### config.mk
export PLATFORM = sky130hd
export DESIGN_NAME = cb_param_cfgchain
export DESIGN_NICKNAME = d
export VERILOG_FILES = /design/src/rtl/cb_param_cfgchain.sv
export SDC_FILE = /design/constraint.sdc
export NUM_CORES = 1
export LEC_CHECK = 0
export CORE_MARGIN = 5
export CORE_UTILIZATION = 40
export DETAILED_ROUTE_END_ITERATION = 16
export PLACE_DENSITY = 0.69
export SLEW_MARGIN = 10
export SYNTH_ARGS = -nofsm -noshare
export SYNTH_HDL_FRONTEND = slang
export SYNTH_SLANG_ARGS = --single-unit
### constraint.sdc
create_clock -name prog_clk -period 2.4 [get_ports prog_clk]
set_clock_uncertainty 0.1 [all_clocks]
set_input_delay 0.48 -clock prog_clk [delete_from_list [all_inputs] [get_ports prog_clk]]
set_output_delay 0.48 -clock prog_clk [all_outputs]
set_load 0.005 [all_outputs]
### src/rtl/cb_param_cfgchain.sv
// Parametrised connection block: channel tracks pass through, grid pins are driven by
// per-pin muxes whose selects load serially and go live only on a length-checked commit.
// Optional CB_READBACK_EN copies the active selects back into the shadow chain.

module cb_pin_mux #(
  parameter int MUX_SIZE = 6,
  parameter int SEL_W    = 3
) (
  input  logic [MUX_SIZE-1:0] cand,
  input  logic [SEL_W-1:0]    sel,
  output logic                pin
);
  // select 0 and codes above MUX_SIZE leave the pin disconnected (driven low)
  always_comb begin
    pin = 1'b0;
    for (int k = 0; k < MUX_SIZE; k++)
      if (sel == SEL_W'(k + 1)) pin = cand[k];
  end
endmodule

module cb_param_cfgchain #(
  parameter int CHAN_W       = 18,
  parameter int NUM_PINS     = 10,
  parameter int MUX_SIZE     = 6,
  parameter int PIN_STRIDE   = 2,
  parameter int TRACK_STRIDE = 3
) (
  input  logic                prog_clk,
  input  logic                pReset,
  input  logic                ccff_head,
  input  logic                ccff_shift_en,
  input  logic                ccff_commit,
`ifdef CB_READBACK_EN
  input  logic                ccff_readback,
`endif
  input  logic [CHAN_W-1:0]   chan_in,
  output logic [CHAN_W-1:0]   chan_out,
  output logic [NUM_PINS-1:0] grid_pin,
  output logic                ccff_tail,
  output logic                cfg_valid,
  output logic                cfg_err
);
  localparam int SEL_W = $clog2(MUX_SIZE + 1);
  localparam int L     = NUM_PINS * SEL_W;
  localparam int CNT_W = $clog2(L + 2);

  logic [L-1:0]     sh;
  logic [L-1:0]     act;
  logic [CNT_W-1:0] cnt;
  logic             commit_ok;
  logic             rb;

  assign chan_out  = chan_in;
  assign ccff_tail = sh[L-1];
  assign commit_ok = ccff_commit & ~ccff_shift_en & (cnt == CNT_W'(L));

`ifdef CB_READBACK_EN
  assign rb = ccff_readback & ~ccff_shift_en;
`else
  assign rb = 1'b0;
`endif

  always_ff @(posedge prog_clk or posedge pReset) begin
    if (pReset) begin
      sh        <= '0;
      act       <= '0;
      cnt       <= '0;
      cfg_valid <= 1'b0;
      cfg_err   <= 1'b0;
    end else begin
      if (ccff_shift_en)
        sh <= {sh[L-2:0], ccff_head};
      // an accepted commit makes active equal the old shadow, so shadow then stays put
      else if (rb && !commit_ok)
        sh <= act;

      if (ccff_commit || rb)
        cnt <= '0;
      else if (ccff_shift_en && cnt != CNT_W'(L + 1))
        cnt <= cnt + CNT_W'(1);

      if (commit_ok) begin
        act       <= sh;
        cfg_valid <= 1'b1;
        cfg_err   <= 1'b0;
      end else if (ccff_commit) begin
        cfg_err   <= 1'b1;
      end
    end
  end

  // candidate track indices are fixed at elaboration; no runtime modulo
  for (genvar p = 0; p < NUM_PINS; p++) begin : g_pin
    logic [MUX_SIZE-1:0] cand;
    for (genvar k = 0; k < MUX_SIZE; k++) begin : g_cand
      localparam int IDX = (p * PIN_STRIDE + k * TRACK_STRIDE) % CHAN_W;
      assign cand[k] = chan_in[IDX];
    end
    cb_pin_mux #(.MUX_SIZE(MUX_SIZE), .SEL_W(SEL_W)) u_mux (
      .cand (cand),
      .sel  (act[p*SEL_W +: SEL_W]),
      .pin  (grid_pin[p])
    );
  end
endmodule
==> key figures, run 1 <==
GRT
  – Largest net degree at the start of global routing: between 60 and 70
  – Initial antenna violation count: 0
  – All-Layer GR Usage: 12.96%
  – Vias in the first global route: 2165
  – GR Overflow Total: 0
  – Global-route wire length before repair: around 11 mm

Timing
  – Final setup viols: 0
  – Final hold slack: 0.2216 ns
  – Fin. max-slew vios: 0
  – Slew @ Worst Pin: between 0.3 and 0.4 ns
  – Final worst setup slack: roughly 0.098 ns
  – Final Cycle Share: a little over nine tenths
  – Slew headroom: 74.11%
  – Hold Vio Cnt, Final: 0
  – RSZ-0062 raised after global routing: no
  – Setup_tns: 0 ns
  – Min Tclk post-route: 2.302 ns
  – Fmax: 434.5 MHz

Yosys
  – Post-synthesis net count: 285
  – Post-synth EDFFs: 0
  – Async SR Flop Fraction: 100.0%
  – Cell Area, Synth: 3462 um^2
  – Mean post-synth cell area: between 10 and 15 um^2
  – Seq/Total Area, Yosys: between 40 and 50%
  – #FFs+latches synth: 67
  – Yosys warns: 0
  – Synth unique cells: 28
  – Mapped Cells: 259
  – Predominant post-synthesis flop cell: dfrtp_1

Cells and area
  – Commonest non-fill, non-tap cell in the layout: dfrtp_1
  – Layout net count: 334
  – N_diodes: 0
  – Layout filler cell count: around 800
  – Area growth from synthesis to layout: 23.74%
  – Finished Cell Area: 4284 um^2
  – Most frequent cells in the layout: dfrtp_1, mux2_2, clkdlybuf4s50_1, mux2_4
  – Layout cells sized above 1: 35.46%

Critical path
  – Setup slack, reg-to-reg: about 0.46 ns
  – CP Max Fanout: 4
  – Crit path launch type: primary input
  – Worst EP arrival: between 1.5 and 2 ns
  – FF-to-FF path depth: 6
  – Critical path class: in2out
  – Worst EP required: 1.82 ns
  – Worst Setup End Kind: output pin

Die
  – # IOs: 54
  – Die height: about 100 um
  – Core area: 8593 um^2
  – Die X-Extent: 103.0 um
  – Num rows: 34
  – Starting density of the core: 40.29%
  – Die area: about 11000 um^2

Route
  – DRC violations left: 0
  – Final ANT Viol Nets: 0
  – WL final: 6.279 mm
  – Drt first pass iters: 6
  – 1st-iter DRT viols: 64
  – Vias per inst: 5.062
  – DR vias: 2131
  – Avg WL per Cell: 14.91 um

Placement
  – Cell area after placement: slightly above 4000 um^2
  – RePlAce Congestion: 0.7731
  – Place WS: -0.3014 ns
  – Port bufs: 53
  – Hpwl dp: between 4 and 5 mm

Clock tree
  – H-tree depth: 3
  – Total CTS buffers: 9
  – Clk_lat worst skew: 0.34 ns
  – Worst-path clk slew: 0.06 ns
  – CTS root buf: clkbuf_8
  – TritonCTS Sinks: 67
  – Clock Tree Buf Depth: 2
  – Hold buffers post-CTS: 0
  – CTS tree: built

Pwr
  – P_leak: 2.001 nW
  – P per Cell Area: 689.6 nW/um^2
  – Total Power: 0.002954 W
  – Max IR drop VDD: between 300 and 400 uV

Flow run
  – Total of max-cap violations: 0

Status
  – Status: finished, final reports clean

Worst hold path
  – Classification of the worst-slack hold path: in2async
## registers in the layout (all words and copies together), names as in the netlist
| register | cells |
|---|---|
| act | 30 |
| cfg_err | 1 |
| sh | 30 |
| cfg_valid | 1 |
| cnt | 5 |
## what timing repair did
| item | 4_1_cts | 5_1_grt |
|---|---|---|
| pin swaps | 0 | 2 |
| gates cloned | 0 | 0 |
| setup buffers | 1 | 0 |
| endpoints found under the setup margin | 10 | 5 |
| resized for setup | 26 | 9 |
## per-layer routing
layer,vias up,track usage (%),part of all wire [%]
li1,1008,-,-
met1,1063,17.84,49
met2,55,18.70,44
met3,5,4.465,6.3
met4,0,5.179,1.1
met5,-,0,0
## area by class of cell
cell class	count	area, um^2	area share [%]
clock buffers	12	155.1	3.621
repair buffers	74	696.9	16.27
inverters	2	7.507	0.1752
multi-input cells	154	1536	35.86
well taps	108	135.1	3.154
clock inverters	4	72.57	1.694
flip-flops and latches	67	1680	39.22
## cell usage after synthesis, drive strengths merged, types with 2 or more instances
cell / count / area, um^2
nor2: 8 / 46.30
buf: 36 / 276.5
o21a: 6 / 45.04
nand3b: 7 / 52.55
o22a: 4 / 35.03
ha: 3 / 37.54
a221oi: 10 / 87.58
mux2i: 11 / 110.1
nor2b: 11 / 68.82
nand2: 5 / 18.77
mux2: 71 / 874.6
dfrtp: 67 / 1677
a21oi: 10 / 50.05
inv: 2 / 7.510
## logic make-up after synthesis
| family | after synthesis | synth area share (%) |
|---|---|---|
| AOI/OAI and AO/OA | 31 | 6.505 |
| xor gates and xnor gates | 2 | 0.5061 |
| adders and majority gates | 3 | 1.084 |
| buffers and inverters | 38 | 8.204 |
| DFF | 67 | 48.43 |
| muxes | 82 | 28.44 |
| and+or+nand+nor | 36 | 6.831 |
## power breakdown
part           leakage (nW)  switching [W]  internal [W]
sequential            0.875       0.000168       0.00134
combinational          1.01       0.000127      0.000263
clock                 0.113       0.000415      0.000641
## stage by stage
step           util (%)  cells
2_1_floorplan         -    259
3_5_place_dp      46.86    404
4_1_cts           49.59    421
5_1_grt           49.85    421
6_report          49.85    421
3_3_place_gp      46.86    404
## final timing paths
path                            start           to
max in group asynchronous      pReset      act[13]
max reg2reg                    cnt[0]       cnt[3]
min                            pReset    cfg_valid
min in group prog_clk       cfg_valid    cfg_valid
min reg2reg                 cfg_valid    cfg_valid
max                        chan_in[9]  grid_pin[6]
## critical path, cell delays in order
cell and delay (ns):
clkdlybuf4s50_1 0.54, mux2i_1 0.10, o22a_1 0.19, a21oi_1 0.15, dlygate4sd2_1 0.25
(Power assumes the default switching activity.)
==> run 2, diff against run 1 <==
CTS_CLUSTER_SIZE = 8   (was unset)
==> results of run 2 <==
Final layout, timing and power as in run 1 (identical DEF).
